<file path="src/rtl/ctrl_pkg.sv">
// Shared definitions for the multicycle RV32I control slice: FSM state
// encoding, opcode constants, datapath mux encodings, the control strobe
// bundle and the opcode dispatch helper.
package ctrl_pkg;

    localparam int WAIT_CNT_W = 4;

    typedef enum logic [4:0] {
        S_FETCH      = 5'd0,
        S_FETCH_WAIT = 5'd1,
        S_DECODE     = 5'd2,
        S_EX_R       = 5'd3,
        S_EX_I       = 5'd4,
        S_EX_LUI     = 5'd5,
        S_EX_AUIPC   = 5'd6,
        S_ALU_WB     = 5'd7,
        S_MEM_ADDR   = 5'd8,
        S_MEM_ACCESS = 5'd9,
        S_LOAD_WB    = 5'd10,
        S_BRANCH     = 5'd11,
        S_JAL        = 5'd12,
        S_JALR       = 5'd13,
        S_TRAP       = 5'd14
    } state_t;

    localparam logic [6:0] OP_R      = 7'b0110011;
    localparam logic [6:0] OP_I      = 7'b0010011;
    localparam logic [6:0] OP_LOAD   = 7'b0000011;
    localparam logic [6:0] OP_STORE  = 7'b0100011;
    localparam logic [6:0] OP_BRANCH = 7'b1100011;
    localparam logic [6:0] OP_JAL    = 7'b1101111;
    localparam logic [6:0] OP_JALR   = 7'b1100111;
    localparam logic [6:0] OP_LUI    = 7'b0110111;
    localparam logic [6:0] OP_AUIPC  = 7'b0010111;

    localparam logic [1:0] ALUOP_ADD    = 2'b00;
    localparam logic [1:0] ALUOP_BRANCH = 2'b01;
    localparam logic [1:0] ALUOP_RTYPE  = 2'b10;
    localparam logic [1:0] ALUOP_ITYPE  = 2'b11;

    localparam logic [1:0] SRCA_RS1   = 2'b00;
    localparam logic [1:0] SRCA_OLDPC = 2'b01;
    localparam logic [1:0] SRCA_ZERO  = 2'b10;

    localparam logic [1:0] PCSRC_PC4    = 2'b00;
    localparam logic [1:0] PCSRC_BRANCH = 2'b01;
    localparam logic [1:0] PCSRC_JAL    = 2'b10;
    localparam logic [1:0] PCSRC_JALR   = 2'b11;

    typedef struct packed {
        logic       mem_read;
        logic       mem_write;
        logic       ir_write;
        logic       pc_write;
        logic       pc_write_cond;
        logic       reg_write;
        logic       mem_to_reg;
        logic       ior_d;
        logic       alu_src_b;
        logic       jump;
        logic       jalr;
        logic [1:0] alu_src_a;
        logic [1:0] alu_op;
        logic [1:0] pc_source;
        logic       illegal_instr;
        logic       retire;
    } ctrl_t;

    // Map an opcode to the first execute-phase state; unknown opcodes trap.
    function automatic state_t decode_opcode(input logic [6:0] op);
        state_t s;
        case (op)
            OP_R:               s = S_EX_R;
            OP_I:               s = S_EX_I;
            OP_LOAD, OP_STORE:  s = S_MEM_ADDR;
            OP_BRANCH:          s = S_BRANCH;
            OP_JAL:             s = S_JAL;
            OP_JALR:            s = S_JALR;
            OP_LUI:             s = S_EX_LUI;
            OP_AUIPC:           s = S_EX_AUIPC;
            default:            s = S_TRAP;
        endcase
        return s;
    endfunction

endpackage

</file>
<file path="src/rtl/mem_wait_timer.sv">
// Memory wait-state timer. In counter mode the count is loaded with
// MEM_WAIT when a wait state is entered and counts down to zero, so the
// wait state lasts MEM_WAIT+1 cycles. In handshake mode done follows
// mem_ready directly.
module mem_wait_timer
    import ctrl_pkg::*;
#(
    parameter int MEM_WAIT      = 2,
    parameter int USE_MEM_READY = 0
) (
    input  logic clk,
    input  logic rst_n,
    input  logic load,
    input  logic active,
    input  logic mem_ready,
    output logic done
);

    logic [WAIT_CNT_W-1:0] cnt_q;
    logic [WAIT_CNT_W-1:0] cnt_d;

    // Load on wait-state entry, count down while waiting, hold at zero.
    always_comb begin
        cnt_d = cnt_q;
        if (load) begin
            cnt_d = WAIT_CNT_W'(MEM_WAIT);
        end else if (active && (cnt_q != '0)) begin
            cnt_d = cnt_q - WAIT_CNT_W'(1);
        end
    end

    // Counter register; reset abandons any access in progress.
    always_ff @(posedge clk or negedge rst_n) begin
        if (!rst_n) begin
            cnt_q <= '0;
        end else begin
            cnt_q <= cnt_d;
        end
    end

    // Mode mux: handshake takes mem_ready, counter mode ends at zero.
    always_comb begin
        done = (USE_MEM_READY != 0) ? mem_ready : (cnt_q == '0);
    end

endmodule

</file>
<file path="src/rtl/multicycle_control_gen.sv">
// Multicycle RV32I-subset control FSM with memory wait states, LUI/AUIPC,
// illegal-opcode trap and a one-cycle retire strobe.
// Optional build macro CTRL_INSTRET_EN adds a 32-bit retired-instruction
// counter on output instret.
module multicycle_control_gen
    import ctrl_pkg::*;
#(
    parameter int MEM_WAIT      = 2,
    parameter int USE_MEM_READY = 0
) (
    input  logic       clock,
    input  logic       reset,
    input  logic [6:0] opcode,
    input  logic [2:0] funct3,
    input  logic       zero_flag,
    input  logic       mem_ready,
    output logic [4:0] estadoAtual,
    output logic [4:0] proximoEstado,
    output logic       MemRead,
    output logic       MemWrite,
    output logic       IRWrite,
    output logic       PCWrite,
    output logic       PCWriteCond,
    output logic       RegWrite,
    output logic       MemtoReg,
    output logic       IorD,
    output logic       ALUSrcB,
    output logic       Jump,
    output logic       Jalr,
    output logic [1:0] ALUSrcA,
    output logic [1:0] ALUOp,
    output logic [1:0] PCSource,
    output logic       illegal_instr,
    output logic       retire
`ifdef CTRL_INSTRET_EN
    ,
    output logic [31:0] instret
`endif
);

    state_t state_q;
    state_t state_d;
    logic   done;
    logic   is_store;
    logic   timer_load;
    logic   timer_active;
    ctrl_t  ctl;
    ctrl_t  ctl_out;

    // funct3 goes to ALU control and zero_flag to branch gating in the
    // datapath; neither steers the sequencing here.
    logic unused_inputs;
    assign unused_inputs = ^{funct3, zero_flag};

    assign is_store     = (opcode == OP_STORE);
    assign timer_load   = (state_q == S_FETCH) || (state_q == S_MEM_ADDR);
    assign timer_active = (state_q == S_FETCH_WAIT) || (state_q == S_MEM_ACCESS);

    mem_wait_timer #(
        .MEM_WAIT      (MEM_WAIT),
        .USE_MEM_READY (USE_MEM_READY)
    ) u_mem_wait_timer (
        .clk       (clock),
        .rst_n     (reset),
        .load      (timer_load),
        .active    (timer_active),
        .mem_ready (mem_ready),
        .done      (done)
    );

    // Next-state logic.
    always_comb begin
        state_d = state_q;
        case (state_q)
            S_FETCH:      state_d = S_FETCH_WAIT;
            S_FETCH_WAIT: if (done) state_d = S_DECODE;
            S_DECODE:     state_d = decode_opcode(opcode);
            S_EX_R,
            S_EX_I,
            S_EX_LUI,
            S_EX_AUIPC:   state_d = S_ALU_WB;
            S_MEM_ADDR:   state_d = S_MEM_ACCESS;
            S_MEM_ACCESS: if (done) state_d = is_store ? S_FETCH : S_LOAD_WB;
            S_ALU_WB,
            S_LOAD_WB,
            S_BRANCH,
            S_JAL,
            S_JALR:       state_d = S_FETCH;
            S_TRAP:       state_d = S_TRAP;
            default:      state_d = S_FETCH;
        endcase
    end

    // State register; async reset returns to FETCH.
    always_ff @(posedge clock or negedge reset) begin
        if (!reset) begin
            state_q <= S_FETCH;
        end else begin
            state_q <= state_d;
        end
    end

    // Moore decode of strobes; wait-state exits additionally use done.
    always_comb begin
        ctl = '0;
        case (state_q)
            S_FETCH: begin
                ctl.mem_read = 1'b1;
            end
            S_FETCH_WAIT: begin
                ctl.mem_read  = 1'b1;
                ctl.ir_write  = done;
                ctl.pc_write  = done;
                ctl.pc_source = PCSRC_PC4;
            end
            S_EX_R: begin
                ctl.alu_src_a = SRCA_RS1;
                ctl.alu_op    = ALUOP_RTYPE;
            end
            S_EX_I: begin
                ctl.alu_src_a = SRCA_RS1;
                ctl.alu_src_b = 1'b1;
                ctl.alu_op    = ALUOP_ITYPE;
            end
            S_EX_LUI: begin
                ctl.alu_src_a = SRCA_ZERO;
                ctl.alu_src_b = 1'b1;
                ctl.alu_op    = ALUOP_ADD;
            end
            S_EX_AUIPC: begin
                ctl.alu_src_a = SRCA_OLDPC;
                ctl.alu_src_b = 1'b1;
                ctl.alu_op    = ALUOP_ADD;
            end
            S_ALU_WB: begin
                ctl.reg_write = 1'b1;
                ctl.retire    = 1'b1;
            end
            S_MEM_ADDR: begin
                ctl.alu_src_b = 1'b1;
                ctl.alu_op    = ALUOP_ADD;
            end
            S_MEM_ACCESS: begin
                ctl.ior_d     = 1'b1;
                ctl.mem_read  = !is_store;
                ctl.mem_write = is_store;
                ctl.retire    = is_store && done;
            end
            S_LOAD_WB: begin
                ctl.reg_write  = 1'b1;
                ctl.mem_to_reg = 1'b1;
                ctl.retire     = 1'b1;
            end
            S_BRANCH: begin
                ctl.alu_op        = ALUOP_BRANCH;
                ctl.pc_write_cond = 1'b1;
                ctl.pc_source     = PCSRC_BRANCH;
                ctl.retire        = 1'b1;
            end
            S_JAL: begin
                ctl.jump      = 1'b1;
                ctl.reg_write = 1'b1;
                ctl.pc_write  = 1'b1;
                ctl.pc_source = PCSRC_JAL;
                ctl.retire    = 1'b1;
            end
            S_JALR: begin
                ctl.jalr      = 1'b1;
                ctl.reg_write = 1'b1;
                ctl.alu_src_b = 1'b1;
                ctl.alu_op    = ALUOP_ADD;
                ctl.pc_write  = 1'b1;
                ctl.pc_source = PCSRC_JALR;
                ctl.retire    = 1'b1;
            end
            S_TRAP: begin
                ctl.illegal_instr = 1'b1;
            end
            default: begin
                ctl = '0;
            end
        endcase
    end

    // Everything is silenced while reset is held low.
    assign ctl_out = reset ? ctl : '0;

    assign estadoAtual   = state_q;
    assign proximoEstado = state_d;
    assign MemRead       = ctl_out.mem_read;
    assign MemWrite      = ctl_out.mem_write;
    assign IRWrite       = ctl_out.ir_write;
    assign PCWrite       = ctl_out.pc_write;
    assign PCWriteCond   = ctl_out.pc_write_cond;
    assign RegWrite      = ctl_out.reg_write;
    assign MemtoReg      = ctl_out.mem_to_reg;
    assign IorD          = ctl_out.ior_d;
    assign ALUSrcB       = ctl_out.alu_src_b;
    assign Jump          = ctl_out.jump;
    assign Jalr          = ctl_out.jalr;
    assign ALUSrcA       = ctl_out.alu_src_a;
    assign ALUOp         = ctl_out.alu_op;
    assign PCSource      = ctl_out.pc_source;
    assign illegal_instr = ctl_out.illegal_instr;
    assign retire        = ctl_out.retire;

`ifdef CTRL_INSTRET_EN
    logic [31:0] instret_q;
    logic [31:0] instret_d;

    // Count retired instructions; wraps naturally at 2^32.
    always_comb begin
        instret_d = instret_q;
        if (ctl_out.retire && (state_q != S_TRAP)) begin
            instret_d = instret_q + 32'd1;
        end
    end

    // Retired-instruction counter register.
    always_ff @(posedge clock or negedge reset) begin
        if (!reset) begin
            instret_q <= '0;
        end else begin
            instret_q <= instret_d;
        end
    end

    assign instret = instret_q;
`endif

endmodule

</file>
<file path="config.mk">
export PLATFORM = sky130hd
export DESIGN_NAME = multicycle_control_gen
export DESIGN_NICKNAME = d
export VERILOG_FILES = /design/src/rtl/ctrl_pkg.sv /design/src/rtl/mem_wait_timer.sv /design/src/rtl/multicycle_control_gen.sv
export SDC_FILE = /design/constraint.sdc
export NUM_CORES = 1
export LEC_CHECK = 0
export CAP_MARGIN = 20
export CELL_PAD_IN_SITES_DETAIL_PLACEMENT = 1
export CELL_PAD_IN_SITES_GLOBAL_PLACEMENT = 1
export CORE_MARGIN = 3
export CORE_UTILIZATION = 28
export DETAILED_ROUTE_END_ITERATION = 12
export PLACE_DENSITY_LB_ADDON = 0.15
export SKIP_LAST_GASP = 1
export SYNTH_ARGS = -nofsm -noshare
export SYNTH_HDL_FRONTEND = slang
export SYNTH_SLANG_ARGS = --single-unit
</file>
<file path="constraint.sdc">
create_clock -name clock -period 2.15 [get_ports clock]
set_clock_uncertainty 0.15 [all_clocks]
set_input_delay 0.3225 -clock clock [delete_from_list [all_inputs] [get_ports clock]]
set_output_delay 0.3225 -clock clock [all_outputs]
set_load 0.05 [all_outputs]
</file>
==> summary.md, run 1 <==
| Metric | Value |
|---|---|
| I/O Buffers | `36` |
| Instance count of the mapped netlist | `around 120` |
| Synthesized area | `about 900 sq um` |
| # clock sinks | `9` |
| Main synth FF type | `dfrtp_1` |
| Die H | `63.5 microns` |
| Hold-fix buffers at CTS | `0` |
| I/O pin total | `43` |
| # rows | `20` |
| Syn_area_per_cell | `7.66 sq um` |
| Grt repair worst endpoint | `proximoEstado[1]` |
| Pre-CTS WS | `-0.428 ns` |
| Yosys warns | `0` |
| Die width | `63.5 microns` |
| Antenna violations before repair | `0` |
| DP HPWL | `roughly 3.4 mm` |
| Initial core utilization | `0.299` |
| Run status | `aborted with a tool error` |
| Clk buf depth | `2` |
| Yosys cell types | `48` |
| Async S/R FF share, synth | `1.00` |
| Post-synthesis register bit count | `9` |
| H-tree Lvls | `1` |
| CTS Buf Count | `3` |
| Largest net degree at the start of global routing | `11` |
| Sequential-to-total area share from yosys stat | `0.243` |
| Placed Area | `just under 2000 sq um` |
| EDFF count, synth | `0` |
| GP Congestion | `roughly 0.8` |
| Failed at | `global routing (5_1_grt)` |
| Run Error | `[ERROR DPL-0033] detailed placement checks failed during check placement.` |
| WEP type | `top-level output` |
| Root Buffer | `clkbuf_4` |
cell usage after synthesis, types with 2 or more instances:
cell type  count  area [sq um]
nand2b_1       7          43.8
xor2_1         2          17.5
a22o_1         3          26.3
nand3_1        4          20.0
nor2_1        10          37.5
nand4_1        2          12.5
nand2_1        6          22.5
nor4_1         2          12.5
or3_1          4          25.0
inv_1          3          11.3
o22ai_1        2          12.5
nor2b_1        3          18.8
o21ai_1        4          20.0
a21oi_1        9          45.0
clkbuf_1       4          15.0
o21ai_0        5          25.0
dfrtp_1        9           225
buf_2          3          15.0
nor3_1         9          45.0
or3b_1         2          17.5
cell families after synthesis:
group	Yosys count	share of synthesized area
simple gates	59	0.390
flops	9	0.243
compound gates	35	0.251
fa+ha+maj	1	0.0135
buf+inv	12	0.0567
xor+xnor	2	0.0189
mux	2	0.0229
other cells	1	0.00404
what timing repair did:
| item | 4_1_cts |
|---|---|
| setup endpoints to repair | 20 |
| setup buffers | 14 |
| pin swaps | 9 |
| cloned | 0 |
| gates resized for setup | 53 |
metrics by stage:
stage	cells	utilization
CTS	245	0.727
detailed placement	227	0.631
global placement	227	0.631
floorplan	122	-
==> inputs of run 2 (changes only) <==
Settings changed: CELL_PAD_IN_SITES_DETAIL_PLACEMENT 1 to unset, CELL_PAD_IN_SITES_GLOBAL_PLACEMENT 1 to unset, CORE_AREA set to 3 3 64 66, CORE_MARGIN 3 to unset, CORE_UTILIZATION 28 to unset, DIE_AREA set to 0 0 67 69.
==> run 2 against run 1 <==
The flow now finishes, with violations (setup timing). Synthesized area unchanged. Synthesized cell count unchanged.
==> summary.md, run 2 <==
| Metric | Value |
|---|---|
| Yosys cell types | `48 (unchanged)` |
| Die area | `between 4000 and 5000 sq um` |
| Most common cell in the netlist | `nor2_1` |
| Wire per inst | `15.4 microns` |
| Yosys warns | `0 (unchanged)` |
| Gate power share | `0.745` |
| Setup violators final | `13` |
| Clk slew on worst S/H paths | `roughly 0.05 ns` |
| Vias in the first global route | `about 1300` |
| Top cells by count, synth | `10 x nor2_1, 9 x a21oi_1, 9 x dfrtp_1, 9 x nor3_1, 7 x nand2b_1` |
| Grt total ovfl | `0` |
| Commonest non-fill, non-tap cell in the layout | `buf_4` |
| Most frequent cells in the layout | `43 x buf_4, 21 x buf_12, 8 x buf_6` |
| # clock sinks | `9 (unchanged)` |
| Clk buf depth | `2 (unchanged)` |
| Antenna violations before repair | `0` |
| CP Max Fanout | `3` |
| LEAKAGE | `0.906 nW` |
| Via count | `approximately 1300` |
| Sequential-to-total area share from yosys stat | `0.243 (unchanged)` |
| CTS tree | `done` |
| Drt pass-1 iters | `4` |
| Die width | `67 microns (+5.4%)` |
| Min-Delay Path Class | `primary input to asynchronous set/reset pin` |
| Synth top area share | `0.243 (unchanged)` |
| Post-synthesis register bit count | `9 (unchanged)` |
| Instance count of the mapped netlist | `121 (unchanged)` |
| FF-to-FF path depth | `7` |
| WS Path Type | `register to primary output` |
| Synthesized area | `927 sq um (unchanged)` |
| P per Cell Area | `921 nW/um^2` |
| Area added between synthesis and finish | `142%` |
| Internal power | `between 1 and 1.5 mW` |
| Via density | `approximately 5.2` |
| Largest net degree at the start of global routing | `17` |
| Initial DRC count | `65` |
| I/O pin total | `43 (unchanged)` |
| Total track usage | `0.168` |
| Fmax | `approximately 440 MHz` |
| Final ANT Viol Nets | `0` |
| Critical Path Start | `estadoAtual[4]` |
| I/O Buffers | `36 (unchanged)` |
| Placed Cells | `229 (+0.88%)` |
| Reg-to-reg setup timing slack | `between 0.4 and 0.5 ns` |
| Async S/R FF share, synth | `1.00 (unchanged)` |
| Minimum clock period | `~2.3 ns` |
| Total chip power | `approximately 2.1 mW` |
| GP Congestion | `0.899 (+12%)` |
| Hold Violations, Final | `0` |
| # rows | `22 (+10%)` |
| WL final | `3.81 mm` |
| DRC viols | `0` |
| Synth area leader | `dfrtp_1` |
| Max Cap Viol | `0` |
| EDFF count, synth | `0 (unchanged)` |
| Final Slew Violations | `0` |
| Root Buffer | `clkbuf_8` |
| Non-filler instance count after layout | `247` |
| Synth top area cells | `dfrtp_1 24%, a21oi_1 4.9%, nor3_1 4.9%` |
| Setup crit end kind | `primary output` |
| Run status | `finished with violations` |
| Psw | `~1 mW` |
| DP HPWL | `2.78 mm (-18%)` |
| N_diodes | `0` |
| Die H | `69 microns (+8.6%)` |
| Layout cells sized above 1 | `0.683` |
| Worst-Skew Late Latency | `about 0.24 ns` |
| Worst setup margin | `-0.123 ns` |
| Clock share of power | `0.100` |
| Crit path DAT | `between 1.5 and 2 ns` |
| Final period util | `1.06` |
| Core Box Area | `3630 sq um` |
| Failing checks | `setup timing` |
| Number of nets in the layout | `between 200 and 250` |
| Max reg flops | `5` |
| CTS Buf Count | `3 (unchanged)` |
| H-tree Lvls | `1 (unchanged)` |
| RR Startpoint | `u_mem_wait_timer.cnt_q[0]` |
| Finished Core Util | `0.618` |
| Syn_area_per_cell | `7.66 sq um (unchanged)` |
| Seq pwr share | `0.155` |
| CP Launch Type | `register` |
| Critical R2R Capture | `u_mem_wait_timer.cnt_q[1]` |
| Sw Share | `0.489` |
| Main synth FF type | `dfrtp_1` |
| RSZ-0062 raised after global routing | `yes` |
| First-pass GRT wire length | `6.02 mm` |
| Maximum VDD drop | `between 0.0006 and 0.0007 V` |
| Initial core utilization | `0.255 (-0.0436)` |
| Critical path required time | `between 1.5 and 2 ns` |
| Critical path endpoint | `retire` |
## run 2: worst max-delay path, stage by stage, from the launching register on
cell,delay [ns]
dfrtp_4,0.47
nand2b_4,0.17
or3b_4,0.39
nor3_4,0.22
o2bb2ai_4,0.16
buf_12,0.15
## run 2: worst min-delay path by stage
stage                                    startpoint                        end  slack, ns  cells past startpoint
after floorplan                               reset             estadoAtual[0]      -0.12                      0
after CTS                                     reset  u_mem_wait_timer.cnt_q[0]       0.07                      2
after global routing                          reset  u_mem_wait_timer.cnt_q[0]       0.09                      2
final                                         reset  u_mem_wait_timer.cnt_q[0]       0.07                      2
after global placement    u_mem_wait_timer.cnt_q[0]  u_mem_wait_timer.cnt_q[0]       0.42                      2
after detailed placement  u_mem_wait_timer.cnt_q[0]  u_mem_wait_timer.cnt_q[0]       0.42                      2
## run 2: timing repair
item / 4_1_cts / 5_1_grt
resized for setup: 41 / 13
hold buffers: 0 / 0
endpoints found under the hold margin: 0 / 0
pin swaps: 9 / 6
setup buffers: 7 / 8
endpoints found under the setup margin: 15 / 18
## run 2: power groups by stage
stage	registers (mW)	clock network [mW]	logic [mW]
floorplan	0.372	0	0.751
global placement	0.303	0	1.26
detailed placement	0.307	0	1.27
CTS	0.314	0.210	1.42
global route	0.328	0.226	1.63
finish	0.321	0.206	1.54
## run 2: final cells by class
class	instances	area, sq um
clock buffer	4	45.0
fill	304	1390
inverter	4	15.0
multi-input combinational	101	985
sequential	9	234
tap	48	60.1
timing repair buffer	81	907
## run 2: stage by stage
stage | setup WS, ns | instance area, sq um | hold slack, ns | setup TNS [ns]
finish | -0.123 | 2250 | 0.0653 | -0.767
global route | -0.198 | 2250 | 0.0887 | -1.62
CTS | -0.103 | 2150 | 0.0674 | -0.786
detailed placement | -0.349 | 1950 | 0.418 | -2.33
global placement | -0.325 | 1950 | 0.421 | -2.17
floorplan | -0.306 | 1150 | -0.123 | -1.66
## run 2: logic make-up (layout without fill, tap and decap cells)
| logic type | after synthesis | count (layout) | share of synthesized area |
|---|---|---|---|
| AO/OA/AOI/OAI | 35 | 35 | 0.251 |
| XOR/XNOR | 2 | 2 | 0.0189 |
| AND/OR/NAND/NOR | 59 | 59 | 0.390 |
| multiplexers | 2 | 2 | 0.0229 |
| other | 1 | 2 | 0.00404 |
| adder cells (fa/ha/maj) | 1 | 1 | 0.0135 |
| buffers and inverters | 12 | 89 | 0.0567 |
| flip-flops | 9 | 9 | 0.243 |
## run 2: routing by layer
metal | vias up | wire length [microns] | track usage
li1 | 604 | - | -
met1 | 628 | 1520 | 0.198
met2 | 48 | 2040 | 0.299
met3 | 7 | 178 | 0.0212
met4 | 0 | 67 | 0.0608
met5 | - | 0 | 0
(Power assumes the default switching activity.)
==> inputs of run 3 (changes only) <==
Clock period 2.15 ns to 2.88 ns, I/O delays scaled along.
==> run 3 against run 2 <==
The run now ends clean. Cell count is 15% lower. Clock-buffer cell count down 1. Hold slack better by 0.32 ns. Largest cell class unchanged. Largest power group unchanged.
==> summary.md, run 3 (same netlist as run 2, synthesis figures left out) <==
| Metric | Value |
|---|---|
| Run status | `finished clean` |
| Critical R2R Capture | `estadoAtual[2]` |
| Max Cap Viol | `0 (unchanged)` |
| Crit path DAT | `2.15 ns (+0.35 ns)` |
| Clk buf depth | `2 (unchanged)` |
| Critical path required time | `2.30 ns (+0.62 ns)` |
| DP HPWL | `2.39 mm (-14%)` |
| Most frequent cells in the layout | `21 x buf_12, 13 x clkdlybuf4s50_1, 10 x nor2_1` |
| Hold Violations, Final | `0 (unchanged)` |
| RR Startpoint | `estadoAtual[3]` |
| Design area | `1650 sq um (-26%)` |
| Core Box Area | `3630 sq um (unchanged)` |
| Maximum VDD drop | `0.000471 V (-27%)` |
| CP Max Fanout | `4 (+1)` |
| N_diodes | `0 (unchanged)` |
| Total track usage | `0.130 (-0.0382)` |
| Initial core utilization | `0.255 (unchanged)` |
| Final ANT Viol Nets | `0 (unchanged)` |
| # clock sinks | `9 (unchanged)` |
| Final period util | `0.950` |
| DRC viols | `0 (unchanged)` |
| CP Launch Type | `primary input` |
| Sum Neg Setup Slack | `0 ns (+0.767 ns)` |
| Initial DRC count | `31 (-52%)` |
| Sequential Area | `225 sq um (-3.7%)` |
| Die H | `69 microns (unchanged)` |
| # rows | `22 (unchanged)` |
| Placed Cells | `205 (-10%)` |
| LEAKAGE | `0.634 nW (-30%)` |
| FF-to-FF path depth | `3 (-4)` |
| WS Path Type | `primary input to primary output` |
| Final Slew Violations | `0 (unchanged)` |
| WL final | `2.89 mm (-24%)` |
| Die width | `67 microns (unchanged)` |
| Worst-Skew Late Latency | `0.23 ns (about the same)` |
| RSZ-0062 raised after global routing | `no` |
| WHS | `0.382 ns (+0.316 ns)` |
| Non-filler instance count after layout | `209 (-15%)` |
| Root Buffer | `clkbuf_8` |
| Fillers | `378 (+24%)` |
| Setup crit end kind | `primary output` |
| Area added between synthesis and finish | `78.4%` |
| Max reg flops | `5 (unchanged)` |
| CTS tree | `done` |
| I/O pin total | `43 (unchanged)` |
| Worst-Margin Slew | `0.588 ns` |
| Commonest non-fill, non-tap cell in the layout | `buf_12` |
| Vias in the first global route | `1005 (-22%)` |
| Placed Area | `1610 sq um (-18%)` |
| Hold-fix buffers at CTS | `0 (unchanged)` |
| Grt total ovfl | `0 (unchanged)` |
| Max-slew headroom | `0.608` |
| I/O Buffers | `36 (unchanged)` |
| GP Congestion | `0.759 (-16%)` |
| Setup violators final | `0 (-13)` |
| P per Cell Area | `697 nW/um^2 (-24%)` |
| H-tree Lvls | `1 (unchanged)` |
| Wire per inst | `13.8 microns (-10%)` |
| Finished Core Util | `0.455 (-0.163)` |
| Number of nets in the layout | `177 (-18%)` |
| Multi-input gate area | `689 sq um (-30%)` |
| Layout cells sized above 1 | `0.311 (-0.373)` |
| Drt pass-1 iters | `4 (unchanged)` |
| Largest net degree at the start of global routing | `18 (+1)` |
| Via density | `5.02 (-3.7%)` |
| CTS Buf Count | `3 (unchanged)` |
| Via count | `1049 (-18%)` |
| Clk slew on worst S/H paths | `0.04 ns (about the same)` |
| Min-Delay Path Class | `primary input to asynchronous set/reset pin` |
| Antenna violations before repair | `0 (unchanged)` |
| Die area | `4620 sq um (unchanged)` |
| Fmax | `about 370 MHz` |
| Minimum clock period | `~2.7 ns` |
| Reg-to-reg setup timing slack | `1.01 ns (+0.58 ns)` |
| First-pass GRT wire length | `4.82 mm (-20%)` |
-- run 3: worst max-delay path by stage --
stage	from	to	cells after the start
CTS	opcode[6]	proximoEstado[2]	6
detailed placement	opcode[6]	proximoEstado[2]	6
floorplan	estadoAtual[3]	illegal_instr	3
global placement	opcode[0]	retire	6
finish	opcode[0]	retire	6
global route	opcode[6]	proximoEstado[2]	6
-- run 3: metrics by stage --
step | power (mW) | setup WS (ns)
finish | 1.15 | 0.145
global route | 1.23 | 0.0249
CTS | 1.16 | 0.111
detailed placement | 1.02 | 0.123
global placement | 1.00 | 0.147
floorplan | 0.745 | 0.0217
-- run 3: per-layer routing --
layer,global-route usage,routed length [microns],part of all wire
met3,0.0342,168,0.058
met4,0.0270,22,0.0076
met5,0,0,0
met2,0.211,1420,0.49
met1,0.170,1280,0.44
-- run 3: power breakdown --
group | total (mW) | internal [mW] | switching, mW
Combinational | 0.749 | 0.310 | 0.439
Sequential | 0.263 | 0.168 | 0.0949
Clock | 0.142 | 0.0941 | 0.0480
-- run 3: final cells by class --
cell class / instances / area share
repair buffers: 43 / 0.374
clock inverters: 1 / 0.00303
well taps: 48 / 0.0363
multi-input cells: 101 / 0.417
inverters: 4 / 0.00908
flip-flops and latches: 9 / 0.136
clock buffers: 3 / 0.0250
-- run 3: timing repair --
| item | 4_1_cts | 5_1_grt |
|---|---|---|
| endpoints found under the setup margin | 0 | 1 |
| hold endpoints to repair | 0 | 0 |
| setup buffers | 0 | 0 |
| gates resized for setup | 0 | 1 |
-- run 3: worst max-delay path: stages --
cell and delay (ns):
clkdlybuf4s50_1 0.55, nand3b_4 0.11, or4_4 0.53, nor3_4 0.23, o2bb2ai_2 0.15, buf_12 0.16
==> inputs of run 4 (changes only) <==
Settings changed: SYNTH_HIERARCHICAL set to 1.
==> run 4 against run 3 <==
Clock power hardly changed. Wire length is 9.4% lower. Power is 5.7% lower. Flip-flop and latch count stayed put. Global-route usage is 1.4 points lower. Synthesized area is 4.9% higher. Cell count is 0.96% higher. Critical path type unchanged. Largest cell class unchanged.
==> summary.md, run 4 <==
| Metric | Value |
|---|---|
| Multi-input gate area | `697 sq um (+1.1%)` |
| Sw Share | `0.505 (+0.000994)` |
| Clk buf depth | `2 (unchanged)` |
| Via count | `1039 (-0.95%)` |
| CTS tree | `done` |
| Final ANT Viol Nets | `0 (unchanged)` |
| Setup repair bufs after CTS | `0 (unchanged)` |
| Max-slew headroom | `0.606 (-0.00223)` |
| Vias in the first global route | `986 (-1.9%)` |
| Yosys warns | `6 (+6)` |
| Sequential Area | `225 sq um (unchanged)` |
| Via density | `4.92 (-1.9%)` |
| Grt total ovfl | `0 (unchanged)` |
| Synth area leader | `dfrtp_1` |
| Worst-Margin Slew | `0.591 ns (+0.00335 ns)` |
| Max Cap Viol | `0 (unchanged)` |
| Wire per inst | `12.4 microns (-10%)` |
| Max reg flops | `5 (unchanged)` |
| Non-filler instance count after layout | `211 (+0.96%)` |
| Post-synthesis register bit count | `9 (unchanged)` |
| Clk slew on worst S/H paths | `0.05 ns (about the same)` |
| Worst setup margin | `0.125 ns (-0.0194 ns)` |
| Mux contribution to synthesized area | `0.0425 (+0.0195)` |
| Fillers | `374 (-1.1%)` |
| Layout cells sized above 1 | `0.282 (-0.0284)` |
| Total track usage | `0.115 (-0.0141)` |
| Adder-cell share of the synthesized area | `0.0360 (+0.0225)` |
| Die H | `69 microns (unchanged)` |
| Instance count of the mapped netlist | `126 (+4.1%)` |
| I/O Buffers | `36 (unchanged)` |
| Synth Area in Compound Gates | `0.166 (-0.0850)` |
| # rows | `22 (unchanged)` |
| Final Slew Violations | `0 (unchanged)` |
| Initial core utilization | `0.268 (+0.0124)` |
| Commonest non-fill, non-tap cell in the layout | `buf_12` |
| Largest family of logic cells by synthesized area | `simple AND/OR/NAND/NOR gates` |
| Clock share of power | `0.132 (+0.009)` |
| CTS Buf Count | `3 (unchanged)` |
| Psw | `549 uW (-5.6%)` |
| DRC viols | `0 (unchanged)` |
| Minimum clock period | `2.75 ns (+0.0194 ns)` |
| Main synth FF type | `dfrtp_1` |
| Sequential-to-total area share from yosys stat | `0.232 (-0.0113)` |
| Post_cts resized | `0 (unchanged)` |
| WHS | `0.380 ns (-0.00167 ns)` |
| H-tree Lvls | `1 (unchanged)` |
| Yosys cell types | `43 (-10%)` |
| Die area | `4620 sq um (unchanged)` |
| I/O pin total | `43 (unchanged)` |
| Seq pwr share | `0.252 (+0.024)` |
| N_diodes | `0 (unchanged)` |
| WL final | `2.62 mm (-9.4%)` |
| Area added between synthesis and finish | `70.5%` |
| CP Launch Type | `primary input` |
| Min-Delay Path Class | `primary input to asynchronous set/reset pin` |
| LEAKAGE | `0.665 nW (+5.0%)` |
| Most common cell in the netlist | `nor2_1` |
| Async S/R FF share, synth | `1.00 (unchanged)` |
| Internal power | `538 uW (-5.9%)` |
| Number of nets in the layout | `180 (+1.7%)` |
| Gate power share | `0.616 (-0.033)` |
| Xor/xnor share of the synthesized area | `0.00901 (-0.00988)` |
| Synthesized area | `972 sq um (+4.9%)` |
| Simple-Gate Fraction of Synth Area | `0.429 (+0.0386)` |
| Setup violators final | `0 (unchanged)` |
| Hold-fix buffers at CTS | `0 (unchanged)` |
| Worst-Skew Late Latency | `0.23 ns (about the same)` |
| Placed Cells | `207 (+0.98%)` |
| WS Path Type | `primary input to primary output` |
| P per Cell Area | `656 nW/um^2 (-6.0%)` |
| Most frequent cells in the layout | `21 x buf_12, 14 x nor2_1, 13 x clkdlybuf4s50_1` |
| Run status | `finished clean` |
| Syn_area_per_cell | `7.72 sq um (+0.70%)` |
| Root Buffer | `clkbuf_8` |
| Initial DRC count | `35 (+13%)` |
| Largest net degree at the start of global routing | `20 (+2)` |
| Die width | `67 microns (unchanged)` |
| Maximum VDD drop | `0.000512 V (+8.7%)` |
| Final period util | `0.956 (+0.00673)` |
| CP Max Fanout | `6 (+2)` |
| # clock sinks | `9 (unchanged)` |
| Setup crit end kind | `primary output` |
| EDFF count, synth | `0 (unchanged)` |
| RSZ-0062 raised after global routing | `no` |
| DP HPWL | `2.13 mm (-11%)` |
| Fmax | `363 MHz (-0.70%)` |
| GP Congestion | `0.788 (+3.9%)` |
| Top cells by count, synth | `15 x nor2_1, 11 x nand2_1, 9 x dfrtp_1` |
| Synth top area share | `0.232 (-0.0113)` |
| Hold Violations, Final | `0 (unchanged)` |
| Antenna violations before repair | `0 (unchanged)` |
| Finished Core Util | `0.456 (+0.00103)` |
| Pre-CTS WS | `0.121 ns (-0.00127 ns)` |
| Drt pass-1 iters | `4 (unchanged)` |
| Crit path DAT | `2.17 ns (+0.02 ns)` |
| Critical path required time | `2.30 ns (about the same)` |
| First-pass GRT wire length | `4.33 mm (-10%)` |
| Core Box Area | `3630 sq um (unchanged)` |
| Synth top area cells | `dfrtp_1 23%, nor2_1 5.8%, nand2b_1 5.1%` |
-- run 4: worst max-delay path, cell delays in order --
cell and delay [ns]:
clkdlybuf4s50_1 0.50, or2_1 0.28, a221oi_2 0.24, o31ai_1 0.10
or3_1 0.42, buf_4 0.21
-- run 4: worst paths after layout --
check / from / to / slack [ns] / cells past startpoint
worst min-delay path: reset / u_mem_wait_timer/cnt_q[2] / 0.38 / 2
max in group asynchronous: reset / estadoAtual[1] / 2.05 / 2
worst min register to register: u_mem_wait_timer/cnt_q[1] / u_mem_wait_timer/cnt_q[1] / 0.43 / 2
worst max-delay path: opcode[2] / proximoEstado[1] / 0.13 / 6
worst max register to register: estadoAtual[2] / u_mem_wait_timer/cnt_q[3] / 0.71 / 6
min in group clock: u_mem_wait_timer/cnt_q[1] / u_mem_wait_timer/cnt_q[1] / 0.43 / 2
-- run 4: routing by layer --
metal	vias to the layer above	global-route usage	share of wire
met4	0	0.0338	0.011
met5	-	0	0
met1	477	0.152	0.47
met2	37	0.183	0.46
li1	523	-	-
met3	2	0.0277	0.064
-- run 4: cell type report --
| cell class | instances | share of cell area |
|---|---|---|
| Tap cell | 48 | 0.0362 |
| Multi-Input combinational cell | 102 | 0.420 |
| Clock inverter | 1 | 0.00302 |
| Sequential cell | 9 | 0.136 |
| Inverter | 7 | 0.0158 |
| Timing Repair Buffer | 41 | 0.364 |
| Clock buffer | 3 | 0.0249 |
-- run 4: kinds of logic (layout without fill, tap and decap cells) --
group / Yosys count / after routing
AOI/OAI and AO/OA: 23 / 23
DFF: 9 / 9
other: 1 / 2
buffers and inverters: 16 / 52
xor gates and xnor gates: 1 / 1
adders and majority gates: 3 / 3
muxes: 4 / 4
and+or+nand+nor: 69 / 69
-- run 4: power by group through the flow --
stage / sequential [mW] / combinational, mW / clock (mW)
3_3_place_gp: 0.273 / 0.662 / 0
4_1_cts: 0.274 / 0.674 / 0.150
5_1_grt: 0.287 / 0.717 / 0.162
2_1_floorplan: 0.271 / 0.436 / 0
3_5_place_dp: 0.276 / 0.671 / 0
6_report: 0.274 / 0.669 / 0.144
-- run 4: per-stage QoR --
step | area, sq um | power, mW | setup TNS, ns
floorplan | 1000 | 0.707 | -0.901
global placement | 1610 | 0.935 | 0
detailed placement | 1610 | 0.947 | 0
CTS | 1660 | 1.10 | 0
global route | 1660 | 1.17 | 0
finish | 1660 | 1.09 | 0
